## src/rtl/pipe_regs_if_ex_if.sv

```systemverilog
// Signal bundle for the IF/ID, ID/EX and EX/MEM pipeline register banks.
// The master drives enables and stage inputs; the slave (register block) returns stage outputs.
interface pipe_regs_if_ex_if;
    logic        if_id_en;
    logic        id_ex_en;
    logic        ex_mem_en;

    logic [31:0] if_instr_d;
    logic [63:0] if_pc_d;
    logic [31:0] id_instr_q;
    logic [63:0] id_pc_q;

    logic [63:0] id_rd1_d;
    logic [63:0] id_rd2_d;
    logic [63:0] id_se_d;
    logic [4:0]  id_rn_d;
    logic [4:0]  id_rm_d;
    logic [4:0]  id_rd_d;
    logic [5:0]  id_ex_ctl_d;
    logic [4:0]  id_m_ctl_d;
    logic [1:0]  id_wb_ctl_d;
    logic [63:0] ex_rd1_q;
    logic [63:0] ex_rd2_q;
    logic [63:0] ex_se_q;
    logic [63:0] ex_pc_q;
    logic [4:0]  ex_rn_q;
    logic [4:0]  ex_rm_q;
    logic [4:0]  ex_rd_q;
    logic [5:0]  ex_ex_ctl_q;
    logic [4:0]  ex_m_ctl_q;
    logic [1:0]  ex_wb_ctl_q;

    logic [63:0] ex_alu_result_d;
    logic [63:0] ex_write_data_d;
    logic [63:0] ex_addr_d;
    logic [3:0]  ex_alu_flags_d;
    logic [3:0]  ex_reg_flags_d;
    logic [63:0] mem_alu_result_q;
    logic [63:0] mem_write_data_q;
    logic [63:0] mem_addr_q;
    logic [3:0]  mem_alu_flags_q;
    logic [3:0]  mem_reg_flags_q;
    logic [4:0]  mem_rd_q;
    logic [4:0]  mem_m_ctl_q;
    logic [1:0]  mem_wb_ctl_q;

    modport master (
        output if_id_en, id_ex_en, ex_mem_en,
        output if_instr_d, if_pc_d,
        output id_rd1_d, id_rd2_d, id_se_d, id_rn_d, id_rm_d, id_rd_d,
        output id_ex_ctl_d, id_m_ctl_d, id_wb_ctl_d,
        output ex_alu_result_d, ex_write_data_d, ex_addr_d, ex_alu_flags_d, ex_reg_flags_d,
        input  id_instr_q, id_pc_q,
        input  ex_rd1_q, ex_rd2_q, ex_se_q, ex_pc_q, ex_rn_q, ex_rm_q, ex_rd_q,
        input  ex_ex_ctl_q, ex_m_ctl_q, ex_wb_ctl_q,
        input  mem_alu_result_q, mem_write_data_q, mem_addr_q, mem_alu_flags_q,
        input  mem_reg_flags_q, mem_rd_q, mem_m_ctl_q, mem_wb_ctl_q
    );

    modport slave (
        input  if_id_en, id_ex_en, ex_mem_en,
        input  if_instr_d, if_pc_d,
        input  id_rd1_d, id_rd2_d, id_se_d, id_rn_d, id_rm_d, id_rd_d,
        input  id_ex_ctl_d, id_m_ctl_d, id_wb_ctl_d,
        input  ex_alu_result_d, ex_write_data_d, ex_addr_d, ex_alu_flags_d, ex_reg_flags_d,
        output id_instr_q, id_pc_q,
        output ex_rd1_q, ex_rd2_q, ex_se_q, ex_pc_q, ex_rn_q, ex_rm_q, ex_rd_q,
        output ex_ex_ctl_q, ex_m_ctl_q, ex_wb_ctl_q,
        output mem_alu_result_q, mem_write_data_q, mem_addr_q, mem_alu_flags_q,
        output mem_reg_flags_q, mem_rd_q, mem_m_ctl_q, mem_wb_ctl_q
    );
endinterface

```

## src/rtl/pipe_regs_if_ex.sv

```systemverilog
// IF/ID, ID/EX and EX/MEM pipeline register banks with per-stage enables.
// PC, Rd and M/WB control are chained internally between stages; reset produces bubbles.
module pipe_regs_if_ex (
    input logic                 clk,
    input logic                 rst,
    pipe_regs_if_ex_if.slave    bus
);
    logic [31:0] id_instr_q, id_instr_d;
    logic [63:0] id_pc_q, id_pc_d;

    logic [63:0] ex_rd1_q, ex_rd1_d;
    logic [63:0] ex_rd2_q, ex_rd2_d;
    logic [63:0] ex_se_q, ex_se_d;
    logic [63:0] ex_pc_q, ex_pc_d;
    logic [4:0]  ex_rn_q, ex_rn_d;
    logic [4:0]  ex_rm_q, ex_rm_d;
    logic [4:0]  ex_rd_q, ex_rd_d;
    logic [5:0]  ex_ex_ctl_q, ex_ex_ctl_d;
    logic [4:0]  ex_m_ctl_q, ex_m_ctl_d;
    logic [1:0]  ex_wb_ctl_q, ex_wb_ctl_d;

    logic [63:0] mem_alu_result_q, mem_alu_result_d;
    logic [63:0] mem_write_data_q, mem_write_data_d;
    logic [63:0] mem_addr_q, mem_addr_d;
    logic [3:0]  mem_alu_flags_q, mem_alu_flags_d;
    logic [3:0]  mem_reg_flags_q, mem_reg_flags_d;
    logic [4:0]  mem_rd_q, mem_rd_d;
    logic [4:0]  mem_m_ctl_q, mem_m_ctl_d;
    logic [1:0]  mem_wb_ctl_q, mem_wb_ctl_d;

    always_comb begin
        id_instr_d = id_instr_q;
        id_pc_d    = id_pc_q;
        if (bus.if_id_en) begin
            id_instr_d = bus.if_instr_d;
            id_pc_d    = bus.if_pc_d;
        end
    end

    // ex_pc takes the IF/ID output, so a stalled IF/ID is repeated downstream.
    always_comb begin
        ex_rd1_d    = ex_rd1_q;
        ex_rd2_d    = ex_rd2_q;
        ex_se_d     = ex_se_q;
        ex_pc_d     = ex_pc_q;
        ex_rn_d     = ex_rn_q;
        ex_rm_d     = ex_rm_q;
        ex_rd_d     = ex_rd_q;
        ex_ex_ctl_d = ex_ex_ctl_q;
        ex_m_ctl_d  = ex_m_ctl_q;
        ex_wb_ctl_d = ex_wb_ctl_q;
        if (bus.id_ex_en) begin
            ex_rd1_d    = bus.id_rd1_d;
            ex_rd2_d    = bus.id_rd2_d;
            ex_se_d     = bus.id_se_d;
            ex_pc_d     = id_pc_q;
            ex_rn_d     = bus.id_rn_d;
            ex_rm_d     = bus.id_rm_d;
            ex_rd_d     = bus.id_rd_d;
            ex_ex_ctl_d = bus.id_ex_ctl_d;
            ex_m_ctl_d  = bus.id_m_ctl_d;
            ex_wb_ctl_d = bus.id_wb_ctl_d;
        end
    end

    always_comb begin
        mem_alu_result_d = mem_alu_result_q;
        mem_write_data_d = mem_write_data_q;
        mem_addr_d       = mem_addr_q;
        mem_alu_flags_d  = mem_alu_flags_q;
        mem_reg_flags_d  = mem_reg_flags_q;
        mem_rd_d         = mem_rd_q;
        mem_m_ctl_d      = mem_m_ctl_q;
        mem_wb_ctl_d     = mem_wb_ctl_q;
        if (bus.ex_mem_en) begin
            mem_alu_result_d = bus.ex_alu_result_d;
            mem_write_data_d = bus.ex_write_data_d;
            mem_addr_d       = bus.ex_addr_d;
            mem_alu_flags_d  = bus.ex_alu_flags_d;
            mem_reg_flags_d  = bus.ex_reg_flags_d;
            mem_rd_d         = ex_rd_q;
            mem_m_ctl_d      = ex_m_ctl_q;
            mem_wb_ctl_d     = ex_wb_ctl_q;
        end
    end

    always_ff @(posedge clk or posedge rst) begin
        if (rst) begin
            id_instr_q       <= '0;
            id_pc_q          <= '0;
            ex_rd1_q         <= '0;
            ex_rd2_q         <= '0;
            ex_se_q          <= '0;
            ex_pc_q          <= '0;
            ex_rn_q          <= '0;
            ex_rm_q          <= '0;
            ex_rd_q          <= '0;
            ex_ex_ctl_q      <= '0;
            ex_m_ctl_q       <= '0;
            ex_wb_ctl_q      <= '0;
            mem_alu_result_q <= '0;
            mem_write_data_q <= '0;
            mem_addr_q       <= '0;
            mem_alu_flags_q  <= '0;
            mem_reg_flags_q  <= '0;
            mem_rd_q         <= '0;
            mem_m_ctl_q      <= '0;
            mem_wb_ctl_q     <= '0;
        end else begin
            id_instr_q       <= id_instr_d;
            id_pc_q          <= id_pc_d;
            ex_rd1_q         <= ex_rd1_d;
            ex_rd2_q         <= ex_rd2_d;
            ex_se_q          <= ex_se_d;
            ex_pc_q          <= ex_pc_d;
            ex_rn_q          <= ex_rn_d;
            ex_rm_q          <= ex_rm_d;
            ex_rd_q          <= ex_rd_d;
            ex_ex_ctl_q      <= ex_ex_ctl_d;
            ex_m_ctl_q       <= ex_m_ctl_d;
            ex_wb_ctl_q      <= ex_wb_ctl_d;
            mem_alu_result_q <= mem_alu_result_d;
            mem_write_data_q <= mem_write_data_d;
            mem_addr_q       <= mem_addr_d;
            mem_alu_flags_q  <= mem_alu_flags_d;
            mem_reg_flags_q  <= mem_reg_flags_d;
            mem_rd_q         <= mem_rd_d;
            mem_m_ctl_q      <= mem_m_ctl_d;
            mem_wb_ctl_q     <= mem_wb_ctl_d;
        end
    end

    assign bus.id_instr_q       = id_instr_q;
    assign bus.id_pc_q          = id_pc_q;
    assign bus.ex_rd1_q         = ex_rd1_q;
    assign bus.ex_rd2_q         = ex_rd2_q;
    assign bus.ex_se_q          = ex_se_q;
    assign bus.ex_pc_q          = ex_pc_q;
    assign bus.ex_rn_q          = ex_rn_q;
    assign bus.ex_rm_q          = ex_rm_q;
    assign bus.ex_rd_q          = ex_rd_q;
    assign bus.ex_ex_ctl_q      = ex_ex_ctl_q;
    assign bus.ex_m_ctl_q       = ex_m_ctl_q;
    assign bus.ex_wb_ctl_q      = ex_wb_ctl_q;
    assign bus.mem_alu_result_q = mem_alu_result_q;
    assign bus.mem_write_data_q = mem_write_data_q;
    assign bus.mem_addr_q       = mem_addr_q;
    assign bus.mem_alu_flags_q  = mem_alu_flags_q;
    assign bus.mem_reg_flags_q  = mem_reg_flags_q;
    assign bus.mem_rd_q         = mem_rd_q;
    assign bus.mem_m_ctl_q      = mem_m_ctl_q;
    assign bus.mem_wb_ctl_q     = mem_wb_ctl_q;
endmodule

```

## src/flat_wrapper.sv

```systemverilog
// flat-port wrapper written by rule: the top's interface ports become plain ports
module pipe_regs_if_ex_flat 
  (clk, rst, bus_if_id_en, bus_id_ex_en, bus_ex_mem_en, bus_if_instr_d, bus_if_pc_d, bus_id_rd1_d, bus_id_rd2_d, bus_id_se_d, bus_id_rn_d, bus_id_rm_d, bus_id_rd_d, bus_id_ex_ctl_d, bus_id_m_ctl_d, bus_id_wb_ctl_d, bus_ex_alu_result_d, bus_ex_write_data_d, bus_ex_addr_d, bus_ex_alu_flags_d, bus_ex_reg_flags_d, bus_id_instr_q, bus_id_pc_q, bus_ex_rd1_q, bus_ex_rd2_q, bus_ex_se_q, bus_ex_pc_q, bus_ex_rn_q, bus_ex_rm_q, bus_ex_rd_q, bus_ex_ex_ctl_q, bus_ex_m_ctl_q, bus_ex_wb_ctl_q, bus_mem_alu_result_q, bus_mem_write_data_q, bus_mem_addr_q, bus_mem_alu_flags_q, bus_mem_reg_flags_q, bus_mem_rd_q, bus_mem_m_ctl_q, bus_mem_wb_ctl_q);
  pipe_regs_if_ex_if bus_i ();
  input logic clk;
  input logic rst;
  input wire logic [$bits(bus_i.if_id_en)-1:0] bus_if_id_en;
  input wire logic [$bits(bus_i.id_ex_en)-1:0] bus_id_ex_en;
  input wire logic [$bits(bus_i.ex_mem_en)-1:0] bus_ex_mem_en;
  input wire logic [$bits(bus_i.if_instr_d)-1:0] bus_if_instr_d;
  input wire logic [$bits(bus_i.if_pc_d)-1:0] bus_if_pc_d;
  input wire logic [$bits(bus_i.id_rd1_d)-1:0] bus_id_rd1_d;
  input wire logic [$bits(bus_i.id_rd2_d)-1:0] bus_id_rd2_d;
  input wire logic [$bits(bus_i.id_se_d)-1:0] bus_id_se_d;
  input wire logic [$bits(bus_i.id_rn_d)-1:0] bus_id_rn_d;
  input wire logic [$bits(bus_i.id_rm_d)-1:0] bus_id_rm_d;
  input wire logic [$bits(bus_i.id_rd_d)-1:0] bus_id_rd_d;
  input wire logic [$bits(bus_i.id_ex_ctl_d)-1:0] bus_id_ex_ctl_d;
  input wire logic [$bits(bus_i.id_m_ctl_d)-1:0] bus_id_m_ctl_d;
  input wire logic [$bits(bus_i.id_wb_ctl_d)-1:0] bus_id_wb_ctl_d;
  input wire logic [$bits(bus_i.ex_alu_result_d)-1:0] bus_ex_alu_result_d;
  input wire logic [$bits(bus_i.ex_write_data_d)-1:0] bus_ex_write_data_d;
  input wire logic [$bits(bus_i.ex_addr_d)-1:0] bus_ex_addr_d;
  input wire logic [$bits(bus_i.ex_alu_flags_d)-1:0] bus_ex_alu_flags_d;
  input wire logic [$bits(bus_i.ex_reg_flags_d)-1:0] bus_ex_reg_flags_d;
  output wire logic [$bits(bus_i.id_instr_q)-1:0] bus_id_instr_q;
  output wire logic [$bits(bus_i.id_pc_q)-1:0] bus_id_pc_q;
  output wire logic [$bits(bus_i.ex_rd1_q)-1:0] bus_ex_rd1_q;
  output wire logic [$bits(bus_i.ex_rd2_q)-1:0] bus_ex_rd2_q;
  output wire logic [$bits(bus_i.ex_se_q)-1:0] bus_ex_se_q;
  output wire logic [$bits(bus_i.ex_pc_q)-1:0] bus_ex_pc_q;
  output wire logic [$bits(bus_i.ex_rn_q)-1:0] bus_ex_rn_q;
  output wire logic [$bits(bus_i.ex_rm_q)-1:0] bus_ex_rm_q;
  output wire logic [$bits(bus_i.ex_rd_q)-1:0] bus_ex_rd_q;
  output wire logic [$bits(bus_i.ex_ex_ctl_q)-1:0] bus_ex_ex_ctl_q;
  output wire logic [$bits(bus_i.ex_m_ctl_q)-1:0] bus_ex_m_ctl_q;
  output wire logic [$bits(bus_i.ex_wb_ctl_q)-1:0] bus_ex_wb_ctl_q;
  output wire logic [$bits(bus_i.mem_alu_result_q)-1:0] bus_mem_alu_result_q;
  output wire logic [$bits(bus_i.mem_write_data_q)-1:0] bus_mem_write_data_q;
  output wire logic [$bits(bus_i.mem_addr_q)-1:0] bus_mem_addr_q;
  output wire logic [$bits(bus_i.mem_alu_flags_q)-1:0] bus_mem_alu_flags_q;
  output wire logic [$bits(bus_i.mem_reg_flags_q)-1:0] bus_mem_reg_flags_q;
  output wire logic [$bits(bus_i.mem_rd_q)-1:0] bus_mem_rd_q;
  output wire logic [$bits(bus_i.mem_m_ctl_q)-1:0] bus_mem_m_ctl_q;
  output wire logic [$bits(bus_i.mem_wb_ctl_q)-1:0] bus_mem_wb_ctl_q;
  assign bus_i.if_id_en = bus_if_id_en;
  assign bus_i.id_ex_en = bus_id_ex_en;
  assign bus_i.ex_mem_en = bus_ex_mem_en;
  assign bus_i.if_instr_d = bus_if_instr_d;
  assign bus_i.if_pc_d = bus_if_pc_d;
  assign bus_i.id_rd1_d = bus_id_rd1_d;
  assign bus_i.id_rd2_d = bus_id_rd2_d;
  assign bus_i.id_se_d = bus_id_se_d;
  assign bus_i.id_rn_d = bus_id_rn_d;
  assign bus_i.id_rm_d = bus_id_rm_d;
  assign bus_i.id_rd_d = bus_id_rd_d;
  assign bus_i.id_ex_ctl_d = bus_id_ex_ctl_d;
  assign bus_i.id_m_ctl_d = bus_id_m_ctl_d;
  assign bus_i.id_wb_ctl_d = bus_id_wb_ctl_d;
  assign bus_i.ex_alu_result_d = bus_ex_alu_result_d;
  assign bus_i.ex_write_data_d = bus_ex_write_data_d;
  assign bus_i.ex_addr_d = bus_ex_addr_d;
  assign bus_i.ex_alu_flags_d = bus_ex_alu_flags_d;
  assign bus_i.ex_reg_flags_d = bus_ex_reg_flags_d;
  assign bus_id_instr_q = bus_i.id_instr_q;
  assign bus_id_pc_q = bus_i.id_pc_q;
  assign bus_ex_rd1_q = bus_i.ex_rd1_q;
  assign bus_ex_rd2_q = bus_i.ex_rd2_q;
  assign bus_ex_se_q = bus_i.ex_se_q;
  assign bus_ex_pc_q = bus_i.ex_pc_q;
  assign bus_ex_rn_q = bus_i.ex_rn_q;
  assign bus_ex_rm_q = bus_i.ex_rm_q;
  assign bus_ex_rd_q = bus_i.ex_rd_q;
  assign bus_ex_ex_ctl_q = bus_i.ex_ex_ctl_q;
  assign bus_ex_m_ctl_q = bus_i.ex_m_ctl_q;
  assign bus_ex_wb_ctl_q = bus_i.ex_wb_ctl_q;
  assign bus_mem_alu_result_q = bus_i.mem_alu_result_q;
  assign bus_mem_write_data_q = bus_i.mem_write_data_q;
  assign bus_mem_addr_q = bus_i.mem_addr_q;
  assign bus_mem_alu_flags_q = bus_i.mem_alu_flags_q;
  assign bus_mem_reg_flags_q = bus_i.mem_reg_flags_q;
  assign bus_mem_rd_q = bus_i.mem_rd_q;
  assign bus_mem_m_ctl_q = bus_i.mem_m_ctl_q;
  assign bus_mem_wb_ctl_q = bus_i.mem_wb_ctl_q;
  pipe_regs_if_ex u_core (.clk(clk), .rst(rst), .bus(bus_i));
endmodule
```

## config.mk

```make
export PLATFORM = sky130hd
export DESIGN_NAME = pipe_regs_if_ex_flat
export DESIGN_NICKNAME = d
export VERILOG_FILES = /design/src/rtl/pipe_regs_if_ex_if.sv /design/src/rtl/pipe_regs_if_ex.sv /design/src/flat_wrapper.sv
export SDC_FILE = /design/constraint.sdc
export NUM_CORES = 1
export LEC_CHECK = 0
export BUFFER_PORTS_ARGS = -buffer_cell sky130_fd_sc_hd__buf_2
export CAP_MARGIN = 40
export CORE_AREA = 2 2 431 433
export DETAILED_ROUTE_END_ITERATION = 10
export DIE_AREA = 0 0 433 435
export PLACE_DENSITY = 0.38
export SLEW_MARGIN = 0
export SYNTH_ARGS = -nofsm -noshare
export SYNTH_HDL_FRONTEND = slang
export SYNTH_SLANG_ARGS = --single-unit
```

## constraint.sdc

```tcl
create_clock -name clk -period 27.3 [get_ports clk]
set_input_delay 2.73 -clock clk [delete_from_list [all_inputs] [get_ports clk]]
set_output_delay 2.73 -clock clk [all_outputs]
set_load 0.02 [all_outputs]
```

**Yosys cells after proc, flatten, opt, wreduce, memory -nomap -nowiden**

Cells that the tools add are included.

- Bits of input ports: 521
- Output and inout bits: 592
- Word-level logic and storage cells: 20
- Bits in registers: 592

**Depth between registers and ports, before layout**

- Depth after elaboration: 0
- Mapped depth: 4
- Depth with buffers taken out: 1

**Least setup slack after synthesis**

No wires, ideal clock.

- Path kind: input port to flip-flop
- From: input port bus_ex_mem_en
- To: register u_core.mem_addr_q[0], in the netlist u_core.bus.mem_addr_q[0]
- Data required time: 27175 ps
- Stages: 4
- Buffers on the path: 3
- Arrival time: 3480 ps
- Setup slack: 23695 ps
- Cells stage by stage: buf_2 buf_6 buf_6 mux2_4

RTL lines:

| item | line | source |
|---|---|---|
| from (decl) | flat_wrapper.sv:9 | `input wire logic [$bits(bus_i.ex_mem_en)-1:0] bus_ex_mem_en;` |
| to (signal assigned) | pipe_regs_if_ex.sv:124 | `mem_addr_q <= mem_addr_d;` |
| to (decl) | pipe_regs_if_ex.sv:24 | `logic [63:0] mem_addr_q, mem_addr_d;` |

No word-level cell between the ends.

==> summary.txt <==
GRT
  • Total global routing overflow: 0
  • Global-route wire length before repair: 139000 um
  • Largest net degree at the start of global routing: 129
  • Number of global-route vias before repair: 16450
  • Total GRT Usage: 0.1047
  • Initial antenna violation count: 49

Worst setup path
  • R2R cell count: 1
  • Crit Path Category: in2async
  • CP startpoint: rst
  • RR Endpoint: u_core.bus.ex_rd_q[3]
  • FF-to-FF Start: u_core.bus.ex_rd_q[3]
  • FF-to-FF setup slack: 26340 ps
  • CP Capture Type: async pin
  • Data arrival, critical path: 5690 ps
  • Critical path required time: 28150 ps
  • Maximum fanout along the worst path: 102
  • Critical path startpoint category: primary input

STA
  • Final TNS setup: 0 ps
  • RSZ-0062 raised after global routing: no
  • Worst Max-Slew Pin Slew: 1166 ps
  • Max Clock Skew: 24.53 ps
  • Final min period: 4835 ps
  • Hold violation count in the final report: 0
  • Worst Setup Slack, final: 22460 ps
  • Max_slew headroom: 0.2226
  • Slew Limit Fails: 0
  • Endpoints failing setup: 0
  • Fmax: 206.8 MHz
  • Final period util: 0.1771

Routing
  • Pre-antenna DRT Iters: 4
  • Via count: 15410
  • Final wirelength: 101200 um
  • WL met1: 40780 um
  • Post-route antenna net violation count: 0
  • Wirelength per Cell: 20.49 um
  • Met3 WL: 8875 um
  • Via density: 3.118
  • Drt initial violations: 679
  • Met2 routed WL: 49280 um
  • Remaining DRCs: 0
  • Highest metal used: met5

Clocking
  • # clock sinks: 592
  • Clock latency on the worst-skew pair: 700 ps
  • Max Root-Sink Buffers: 3
  • Clk root buf: clkbuf_16
  • TritonCTS Buffers: 77
  • Cts repair resizes: 0
  • CTS tree: done
  • Cts hold-fix bufs: 0
  • Reg clk slew, reported paths: 60 ps
  • CTS H-tree lvls: 3
  • Post-CTS setup buffers: 0

Logic synthesis
  • Yosys reg bits: 592
  • Top cell type's share of synthesized area: 0.6206
  • Mapped Avg Cell Area: 19.07 um2
  • Synth async-reset ratio: 1.000
  • Top FF cell, synth: dfrtp_1
  • Synth Instances: 1252
  • Register area share after synthesis: 0.6206
  • Syn_nets: 1773
  • Commonest cells post-synth: dfrtp_1, mux2_4, mux2_2
  • Ys Warns: 0
  • Post-Synthesis Cell Area: 23870 um2
  • Top-count cell post-synth: dfrtp_1
  • Synth cell types: 8
  • Synth top area cells: dfrtp_1, mux2_4, mux2_2
  • Number of synthesized flops with an enable pin: 0
  • Leading area contributor after synthesis: dfrtp_1

Power and ir drop
  • VDD IR max: 40.76 uV
  • Sw frac: 0.3008
  • Tot Pwr: 2606 uW
  • Switching Power: 784.1 uW
  • Flop pwr share: 0.399
  • Internal: 1822 uW
  • P_leak: 0.01697 uW
  • Clk network pwr share: 0.413
  • Comb pwr share: 0.188
  • Pwr dens: 74.91 nW/um2

Layout
  • Final Instance Area: 34790 um2
  • Syn-to-layout area delta: 45.74%
  • Post-layout util: 0.1890
  • Final nets: 2915
  • Proportion of layout cells with a drive suffix above 1: 0.7518

Placement
  • DP HPWL: 79700 um
  • Gpl congestion: 0.8538
  • Placed cell area: 32080 um2
  • Port Buffers: 1112
  • Setup Slack @ Placement: 21550 ps

Floorplanning
  • Die Height: 435 um
  • Starting Density: 0.1297
  • Core Area: 184000 um2
  • Rows: 158
  • # IOs: 1113
  • Die Area: 188400 um2
  • Die Width: 433 um

Hold path
  • Worst Hold Class: reg2reg
  • Hold_sp: u_core.bus.mem_addr_q[58]
  • Worst hold endpoint: u_core.bus.mem_addr_q[58]
  • Hold depth: 1

Status
  • Status: completed

Flow run
  • Total of max-cap violations: 0
## flip-flops by register name, indices dropped and copies added (netlist names), 6 cells and up
signal / cells
u_core.bus.ex_ex_ctl_q: 6
u_core.bus.ex_pc_q: 64
u_core.bus.ex_rd1_q: 64
u_core.bus.ex_rd2_q: 64
u_core.bus.ex_se_q: 64
u_core.bus.id_instr_q: 32
u_core.bus.id_pc_q: 64
u_core.bus.mem_addr_q: 64
u_core.bus.mem_alu_result_q: 64
u_core.bus.mem_write_data_q: 64
## worst max path at each step
stage                                     endpoint  slack, ps
floorplan                u_core.bus.ex_ex_ctl_q[0]       8000
global placement         u_core.bus.ex_wb_ctl_q[0]      21040
detailed placement   u_core.bus.mem_reg_flags_q[2]      21550
CTS                        u_core.bus.ex_rd2_q[19]      22350
global route               u_core.bus.ex_rd2_q[19]      22040
finish              u_core.bus.mem_write_data_q[1]      22460
## worst max-delay path: stages
cell and delay (ps):
buf_2 130, inv_8 520, buf_4 740, buf_4 530
buf_12 290, buf_4 320, buf_16 260
## stage by stage
stage	std cells	hold WS [ps]
floorplan	1252	635.8
global placement	4791	487.1
detailed placement	4795	487.0
CTS	4934	503.1
global route	4937	508.7
finish	4941	499.7
## cells in the final DEF, fill, tap and decap left out
cell and count:
inv_8 1, inv_6 2, dfrtp_1 592, buf_16 3
clkinv_16 6, clkbuf_8 19, buf_4 12, buf_12 4
clkbuf_16 78, diode_2 7, clkinv_4 1, buf_2 1109
mux2_2 152, bufinv_16 5, clkinvlp_4 2, clkinv_2 9
mux2_4 440, buf_8 2, clkbuf_1 17
## cell type report
type / instances / area, um2
clock inverter: 25 / 416.7
timing repair buffer: 1130 / 5833
inverter: 1 / 11.26
tap: 2480 / 3103
multi-input combinational: 592 / 8318
fill: 20070 / 149300
antenna: 7 / 17.52
clock buffer: 114 / 2277
sequential: 592 / 14810
## cell families (layout without fill, tap and decap cells)
kind of cell | count (synthesis) | after routing | share of synthesized area
multiplexers | 592 | 592 | 0.3484
flip-flops | 592 | 592 | 0.6206
buffers and inverters | 68 | 1270 | 0.03098
other | 0 | 7 | 0
## routing by layer
metal	up-vias	track usage
met4	58	0.02278
li1	6737	-
met2	578	0.1753
met3	183	0.04223
met5	-	0
met1	7852	0.1249
## power by group through the flow
stage                     Combinational [uW]  Sequential (uW)  Clock (uW)
final                                    491             1040        1080
after global routing                     519             1050        1160
after CTS                                502             1040        1120
after detailed placement                 501             1060           0
after global placement                   499             1060           0
after floorplan                          177             1150           0
Note: power is estimated with default switching activity, not from simulation.
